**src/rtl/fft_pkg.sv**
```systemverilog
`default_nettype none
// ============================================================================
// Module      : fft_pkg
// Description : Shared definitions for the butterfly engine. Contains the FSM
//               state encoding, the output-width function and the rounding
//               mode selectors.
// Revision    : 1.0 - initial release
// ============================================================================
package fft_pkg;

    // Engine sequencing states (2-bit explicit encoding)
    typedef enum logic [1:0] {
        ST_IDLE  = 2'd0,
        ST_PROC  = 2'd1,
        ST_FLUSH = 2'd2,
        ST_DONE  = 2'd3
    } state_e;

    // Product rescale modes
    localparam int c_round_trunc   = 0;
    localparam int c_round_half_up = 1;

    // Output component width: W-bit m plus a rescaled (2W+1-P)-bit product,
    // with one guard bit so m +/- prod can never wrap.
    function automatic int fft_ow(input int w, input int p);
        return 2 * w - p + 2;
    endfunction

endpackage
`default_nettype wire

```
**src/rtl/shared_butterfly_engine_cmul.sv**
```systemverilog
`default_nettype none
// ============================================================================
// Module      : shared_butterfly_engine_cmul
// Description : Combinational full-precision complex multiplier.
//               o = a * b, or a * conj(b) when i_conj is set. Operands are
//               packed {real, imag}; each result component is 2W+1 bits,
//               enough for the (-2^(W-1))^2 * 2 corner case.
// Revision    : 1.0 - initial release
// ============================================================================
module shared_butterfly_engine_cmul #(
    parameter int P_WIDTH = 8
) (
    input  logic [2*P_WIDTH-1:0] i_a,
    input  logic [2*P_WIDTH-1:0] i_b,
    input  logic                 i_conj,
    output logic [2*P_WIDTH:0]   o_re,
    output logic [2*P_WIDTH:0]   o_im
);

    localparam int c_pw = 2 * P_WIDTH + 1;

    logic signed [c_pw-1:0] w_ar;
    logic signed [c_pw-1:0] w_ai;
    logic signed [c_pw-1:0] w_br;
    logic signed [c_pw-1:0] w_bi;
    logic signed [c_pw-1:0] w_rr;
    logic signed [c_pw-1:0] w_ii;
    logic signed [c_pw-1:0] w_ri;
    logic signed [c_pw-1:0] w_ir;

    // Sign-extend operands to the product width, form the four partial
    // products and combine them with the conjugate-dependent signs.
    always_comb begin
        w_ar = {{(P_WIDTH+1){i_a[2*P_WIDTH-1]}}, i_a[2*P_WIDTH-1:P_WIDTH]};
        w_ai = {{(P_WIDTH+1){i_a[P_WIDTH-1]}},   i_a[P_WIDTH-1:0]};
        w_br = {{(P_WIDTH+1){i_b[2*P_WIDTH-1]}}, i_b[2*P_WIDTH-1:P_WIDTH]};
        w_bi = {{(P_WIDTH+1){i_b[P_WIDTH-1]}},   i_b[P_WIDTH-1:0]};
        w_rr = w_ar * w_br;
        w_ii = w_ai * w_bi;
        w_ri = w_ar * w_bi;
        w_ir = w_ai * w_br;
        if (i_conj) begin
            o_re = w_rr + w_ii;
            o_im = w_ir - w_ri;
        end else begin
            o_re = w_rr - w_ii;
            o_im = w_ri + w_ir;
        end
    end

endmodule
`default_nettype wire

```
**src/rtl/shared_butterfly_engine.sv**
```systemverilog
`default_nettype none
// ============================================================================
// Module      : shared_butterfly_engine
// Description : Batch radix-2 butterfly engine. A batch of C channels is
//               captured on acceptance, then one shared complex multiplier
//               and one add/sub pair are stepped across the channels:
//               o_p = m + rescale(n*l), o_m = m - rescale(n*l).
//               Results are held until the downstream consumes them.
// Revision    : 1.0 - initial release
// ============================================================================
module shared_butterfly_engine
    import fft_pkg::*;
#(
    parameter int P_INPUT_WIDTH    = 8,
    parameter int P_POINT_POSITION = 3,
    parameter int P_CHANNELS       = 4,
    parameter int P_ROUND          = 0
) (
    input  logic                                    CLK,
    input  logic                                    RST_N,
    input  logic                                    i_valid,
    output logic                                    o_ready,
    input  logic                                    i_conj,
    input  logic [P_CHANNELS*2*P_INPUT_WIDTH-1:0]   i_m,
    input  logic [P_CHANNELS*2*P_INPUT_WIDTH-1:0]   i_n,
    input  logic [P_CHANNELS*2*P_INPUT_WIDTH-1:0]   i_l,
    output logic [P_CHANNELS*2*fft_ow(P_INPUT_WIDTH, P_POINT_POSITION)-1:0] o_p,
    output logic [P_CHANNELS*2*fft_ow(P_INPUT_WIDTH, P_POINT_POSITION)-1:0] o_m,
    output logic                                    o_valid,
    input  logic                                    i_ready
);

    localparam int c_w     = P_INPUT_WIDTH;
    localparam int c_ow    = fft_ow(P_INPUT_WIDTH, P_POINT_POSITION);
    localparam int c_pw    = 2 * c_w + 1;
    localparam int c_xw    = 2 * c_w + 2;
    localparam int c_bw    = P_CHANNELS * 2 * c_w;
    localparam int c_obw   = P_CHANNELS * 2 * c_ow;
    localparam int c_cnt_w = (P_CHANNELS > 1) ? $clog2(P_CHANNELS) : 1;
    localparam logic [c_cnt_w-1:0] c_last = c_cnt_w'(P_CHANNELS - 1);
    // Half an output LSB, added before the shift in round-half-up mode
    localparam logic signed [c_xw-1:0] c_half =
        c_xw'((P_ROUND == c_round_half_up) ? (2 ** P_POINT_POSITION) / 2 : 0);

    // Sequencing state
    state_e               state_q, state_d;
    logic [c_cnt_w-1:0]   cnt_q, cnt_d;
    logic                 valid_q, valid_d;

    // Batch buffer
    logic [c_bw-1:0]      m_q, m_d;
    logic [c_bw-1:0]      n_q, n_d;
    logic [c_bw-1:0]      l_q, l_d;
    logic                 conj_q, conj_d;

    // Product pipeline register with the channel it belongs to
    logic [c_pw-1:0]      prod_re_q, prod_re_d;
    logic [c_pw-1:0]      prod_im_q, prod_im_d;
    logic [c_cnt_w-1:0]   idx_q, idx_d;
    logic                 pvalid_q, pvalid_d;

    // Result registers
    logic [c_obw-1:0]     op_q, op_d;
    logic [c_obw-1:0]     om_q, om_d;

    // Datapath wires
    logic                 w_accept;
    logic [2*c_w-1:0]     w_n_sel;
    logic [2*c_w-1:0]     w_l_sel;
    logic [2*c_w-1:0]     w_m_sel;
    logic [c_pw-1:0]      w_mul_re;
    logic [c_pw-1:0]      w_mul_im;
    logic signed [c_xw-1:0] w_re_x;
    logic signed [c_xw-1:0] w_im_x;
    logic [c_ow-1:0]      w_pr_re;
    logic [c_ow-1:0]      w_pr_im;
    logic [c_ow-1:0]      w_m_re;
    logic [c_ow-1:0]      w_m_im;

    // The single shared multiplier, fed by the channel under the counter
    shared_butterfly_engine_cmul #(
        .P_WIDTH (c_w)
    ) u_cmul (
        .i_a    (w_n_sel),
        .i_b    (w_l_sel),
        .i_conj (conj_q),
        .o_re   (w_mul_re),
        .o_im   (w_mul_im)
    );

    // Handshake and next-state logic for the batch sequencer
    always_comb begin
        o_ready  = (state_q == ST_IDLE) || ((state_q == ST_DONE) && i_ready);
        w_accept = i_valid && o_ready;
        state_d  = state_q;
        cnt_d    = cnt_q;
        case (state_q)
            ST_IDLE: begin
                if (w_accept) begin
                    state_d = ST_PROC;
                    cnt_d   = '0;
                end
            end
            ST_PROC: begin
                if (cnt_q == c_last) begin
                    state_d = ST_FLUSH;
                    cnt_d   = '0;
                end else begin
                    cnt_d = cnt_q + 1'b1;
                end
            end
            ST_FLUSH: begin
                state_d = ST_DONE;
            end
            ST_DONE: begin
                if (i_ready) begin
                    state_d = i_valid ? ST_PROC : ST_IDLE;
                    cnt_d   = '0;
                end
            end
            default: begin
                state_d = ST_IDLE;
                cnt_d   = '0;
            end
        endcase
        valid_d = (state_d == ST_DONE);
    end

    // Batch capture: the buffer only changes on an accepted handshake
    always_comb begin
        m_d    = m_q;
        n_d    = n_q;
        l_d    = l_q;
        conj_d = conj_q;
        if (w_accept) begin
            m_d    = i_m;
            n_d    = i_n;
            l_d    = i_l;
            conj_d = i_conj;
        end
    end

    // Multiplier stage: select the current channel and register its product
    always_comb begin
        w_n_sel   = n_q[cnt_q*2*c_w +: 2*c_w];
        w_l_sel   = l_q[cnt_q*2*c_w +: 2*c_w];
        prod_re_d = w_mul_re;
        prod_im_d = w_mul_im;
        idx_d     = cnt_q;
        pvalid_d  = (state_q == ST_PROC);
    end

    // Rescale, add/sub and load only the channel leaving the product register
    always_comb begin
        w_m_sel = m_q[idx_q*2*c_w +: 2*c_w];
        w_m_re  = {{(c_ow-c_w){w_m_sel[2*c_w-1]}}, w_m_sel[2*c_w-1:c_w]};
        w_m_im  = {{(c_ow-c_w){w_m_sel[c_w-1]}},   w_m_sel[c_w-1:0]};
        w_re_x  = $signed({prod_re_q[c_pw-1], prod_re_q}) + c_half;
        w_im_x  = $signed({prod_im_q[c_pw-1], prod_im_q}) + c_half;
        w_pr_re = c_ow'(w_re_x >>> P_POINT_POSITION);
        w_pr_im = c_ow'(w_im_x >>> P_POINT_POSITION);
        op_d    = op_q;
        om_d    = om_q;
        if (pvalid_q) begin
            op_d[idx_q*2*c_ow +: 2*c_ow] = {w_m_re + w_pr_re, w_m_im + w_pr_im};
            om_d[idx_q*2*c_ow +: 2*c_ow] = {w_m_re - w_pr_re, w_m_im - w_pr_im};
        end
    end

    // State, buffer, pipeline and result registers with synchronous reset
    always_ff @(posedge CLK) begin
        if (!RST_N) begin
            state_q   <= ST_IDLE;
            cnt_q     <= '0;
            valid_q   <= 1'b0;
            m_q       <= '0;
            n_q       <= '0;
            l_q       <= '0;
            conj_q    <= 1'b0;
            prod_re_q <= '0;
            prod_im_q <= '0;
            idx_q     <= '0;
            pvalid_q  <= 1'b0;
            op_q      <= '0;
            om_q      <= '0;
        end else begin
            state_q   <= state_d;
            cnt_q     <= cnt_d;
            valid_q   <= valid_d;
            m_q       <= m_d;
            n_q       <= n_d;
            l_q       <= l_d;
            conj_q    <= conj_d;
            prod_re_q <= prod_re_d;
            prod_im_q <= prod_im_d;
            idx_q     <= idx_d;
            pvalid_q  <= pvalid_d;
            op_q      <= op_d;
            om_q      <= om_d;
        end
    end

    assign o_p     = op_q;
    assign o_m     = om_q;
    assign o_valid = valid_q;

endmodule
`default_nettype wire

```
**config.mk**
```make
export PLATFORM = sky130hd
export DESIGN_NAME = shared_butterfly_engine
export DESIGN_NICKNAME = d
export VERILOG_FILES = /design/src/rtl/fft_pkg.sv /design/src/rtl/shared_butterfly_engine_cmul.sv /design/src/rtl/shared_butterfly_engine.sv
export SDC_FILE = /design/constraint.sdc
export NUM_CORES = 2
export LEC_CHECK = 0
export CAP_MARGIN = 5
export CORE_ASPECT_RATIO = 0.6
export CORE_UTILIZATION = 36
export DETAILED_ROUTE_END_ITERATION = 6
export SLEW_MARGIN = 20
export SYNTH_ARGS = -nofsm -noshare
export SYNTH_HDL_FRONTEND = slang
export SYNTH_SLANG_ARGS = --single-unit
```
**constraint.sdc**
```tcl
create_clock -name CLK -period 11.5 [get_ports CLK]
set_input_delay 2.3 -clock CLK [delete_from_list [all_inputs] [get_ports CLK]]
set_output_delay 2.3 -clock CLK [all_outputs]
set_load 0.05 [all_outputs]
```
==> results.sh <==
export IMPL_placed_cells=5550
export IMPL_path_max_fanout=68
export IMPL_die_x_um=395
export IMPL_finClkSkew_ns=0.0611
export IMPL_finalWirelength_um=124000
export IMPL_place_congestion=1.00
export IMPL_dr_total_vias=30500
export IMPL_fmax_mhz=123
export IMPL_fp_dieH_um=238
export IMPL_cap_violations=0
export IMPL_antennaDiodeCount=0
export IMPL_report_final_slew_viol_count=0
export IMPL_vias_per_cell=5.41
export IMPL_ir_drop_mv=0.121
export IMPL_cts_setup_buffers=0
export IMPL_fin_nets=5015
export IMPL_yosysWarnings=0
export IMPL_synth_top_area_share_pct=28.1
export IMPL_synth_flop_cell="dfxtp_1"
export IMPL_final_cell_mix="nand2_1, dfxtp_1, clkdlybuf4s50_1"
export IMPL_status="completed"
export IMPL_cts_tree="done"
export IMPL_core_area_sq_um=91900
export IMPL_start_util_pct=36.4
export IMPL_hp_class="flip-flop to flip-flop"
export IMPL_stdcell_count=5633
export IMPL_critical_path_class="flip-flop to flip-flop"
export IMPL_cts_hold_fix_buffers=0
export IMPL_power_density_nw_per_um2=167
export IMPL_drive_gt1_share_pct=6.52
export IMPL_first_global_vias=28800
export IMPL_dr_pass1_iters=6
export IMPL_final_common_cell="nand2_1"
export IMPL_dp_hpwl_um=96700
export IMPL_route_detailed_drc=0
export IMPL_start_kind="flip-flop"
export IMPL_path_delay_family="adder cells"
export IMPL_post_route_util_pct=44.3
export IMPL_cp_slowest_cell="dfxtp_4"
export IMPL_yosys_top_cells_area="dfxtp_1, fa_1, ha_1, nand2_1, a21oi_1"
export IMPL_avgRoutedWirePerCell_um=21.9
export IMPL_setup_viol=0
export IMPL_rsz0062_at_grt="no"
export IMPL_synthCells=4035
export IMPL_p_leak_nw=16.8
export IMPL_synth_area_sq_um=33400
export IMPL_cts_clk_slew_worst_paths_ns=0.09
export IMPL_worst_path_buf_inv=4
export IMPL_synth_edff_count=0
export IMPL_synth_distinct_cells=101
export IMPL_fillers=9172
export IMPL_critPathCaptureType="flip-flop"
export IMPL_ys_seq_area_share_pct=28.1
export IMPL_cts_buffers=47
export IMPL_tightest_slew_ns=1.18
export IMPL_ys_ff_latch=469
export IMPL_area_delta_synth_final_pct=21.7
export IMPL_syn_avg_cell_area_sq_um=8.29
export IMPL_worstPathArrival_ns=8.67
export IMPL_grt_max_degree=187
export IMPL_portBuffers=438
export IMPL_max_stage_delay_ns=1.07
export IMPL_rows=86
export IMPL_synth_largest_area_cell="dfxtp_1"
export IMPL_power_w=0.00679
export IMPL_num_io_pins=439
export IMPL_overflow=0
export IMPL_ant_nets=0
export IMPL_period_share_pct=70.9
export IMPL_clockBufferDepth=3
export IMPL_drtIter0Drc=3235
export IMPL_die_area_sq_um=94100
export IMPL_final_hold_violation_count=0
export IMPL_tns_ns=0
export IMPL_antenna_found_initial=5
export IMPL_h_tree_depth=2
export IMPL_required_ns=12.01
export IMPL_fin_crit_ns=8.15
export IMPL_slew_headroom_pct=21.6
export IMPL_grt_usage_pct=25.8
export IMPL_grt_first_pass_wirelength_um=185000
export IMPL_cts_root_buf="clkbuf_16"
export IMPL_synthArstFlopShare_pct=0
export IMPL_clk_latency_ns=0.65
export IMPL_clkSinkCount=469
export IMPL_syn_nets=4683
export IMPL_cts_resized_gates=0
## worst min-delay path, stage by stage (launching register included)
cell     delay, ns
dfxtp_1       0.32
nand2_1       0.04
o21ai_0       0.05
## metrics by stage
| stage | area (sq um) | worst slack, ns | hold slack, ns |
|---|---|---|---|
| floorplan | 33400 | 4.16 | 0.433 |
| global placement | 39100 | 3.59 | 0.435 |
| detailed placement | 39100 | 3.48 | 0.441 |
| CTS | 40700 | 3.40 | 0.451 |
| global route | 40700 | 2.70 | 0.467 |
| finish | 40700 | 3.35 | 0.450 |
## cells in the mapped netlist, drive strengths merged, types with 14 or more instances
| cell | count |
|---|---|
| nand2 | 705 |
| dfxtp | 469 |
| nor2 | 409 |
| inv | 379 |
| a21oi | 331 |
| ha | 227 |
| fa | 224 |
| clkbuf | 194 |
| o21ai | 184 |
| xnor2 | 102 |
| a22o | 52 |
| nor3 | 51 |
| mux2i | 44 |
| a22oi | 43 |
| xor2 | 41 |
| mux4 | 36 |
| o21a | 35 |
| a21o | 34 |
| mux2 | 33 |
| a211oi | 31 |
| nand3 | 31 |
| nand2b | 28 |
| buf | 27 |
| a31oi | 25 |
| and2 | 25 |
| a221oi | 22 |
| or2 | 21 |
| o211ai | 19 |
| a222oi | 15 |
| nor2b | 14 |
| o21bai | 14 |
## path summary, 6_finish.rpt
kind,startpoint,end,cells after the start,slack (ns)
worst max-delay path,cnt_q[0],prod_im_q[16],26,3.35
worst min-delay path,o_p[49],o_p[49],2,0.45
worst max register to register,cnt_q[0],prod_im_q[16],26,3.35
worst min register to register,o_p[49],o_p[49],2,0.45
## registers in the layout (all words and copies together) (netlist names)
signal / flops
state_q: 2
m_q: 64
l_q: 64
prod_im_q: 14
cnt_q: 2
idx_q: 2
pvalid_q: 1
n_q: 64
o_valid: 1
o_p: 120
conj_q: 1
o_m: 120
prod_re_q: 14
## cells by family (layout without fill, tap and decap cells)
family | Yosys count | count (layout) | share of synthesized area, %
AOI/OAI and AO/OA | 912 | 912 | 17.7
xor gates and xnor gates | 143 | 143 | 3.77
adders and majority gates | 451 | 451 | 21.9
buffers and inverters | 602 | 968 | 6.87
DFF | 469 | 469 | 28.1
muxes | 113 | 113 | 4.85
and+or+nand+nor | 1345 | 1345 | 16.8
## cell type report
type / instances / area [sq um] / share of cell area (%)
clock buffers: 66 / 1390 / 3.41
well taps: 1232 / 1540 / 3.79
flip-flops and latches: 469 / 9400 / 23.1
clock inverters: 17 / 191 / 0.470
repair buffers: 504 / 4890 / 12.0
inverters: 381 / 1440 / 3.53
multi-input cells: 2964 / 21800 / 53.7
## where the power goes
part           internal (W)  switching [W]  total (W)
Combinational       0.00117        0.00219    0.00336
Sequential          0.00173      0.0000852    0.00182
Clock              0.000893       0.000724    0.00162
Total               0.00379        0.00300    0.00679
## layer usage
metal  part of all wire, %  GRT usage, %  routed length (um)
met3                    12          8.62               14700
met2                    38          33.9               47400
met5                 0.027             0                  34
met1                    48          40.2               59800
met4                   1.4          3.87                1710
(Power assumes the default switching activity.)
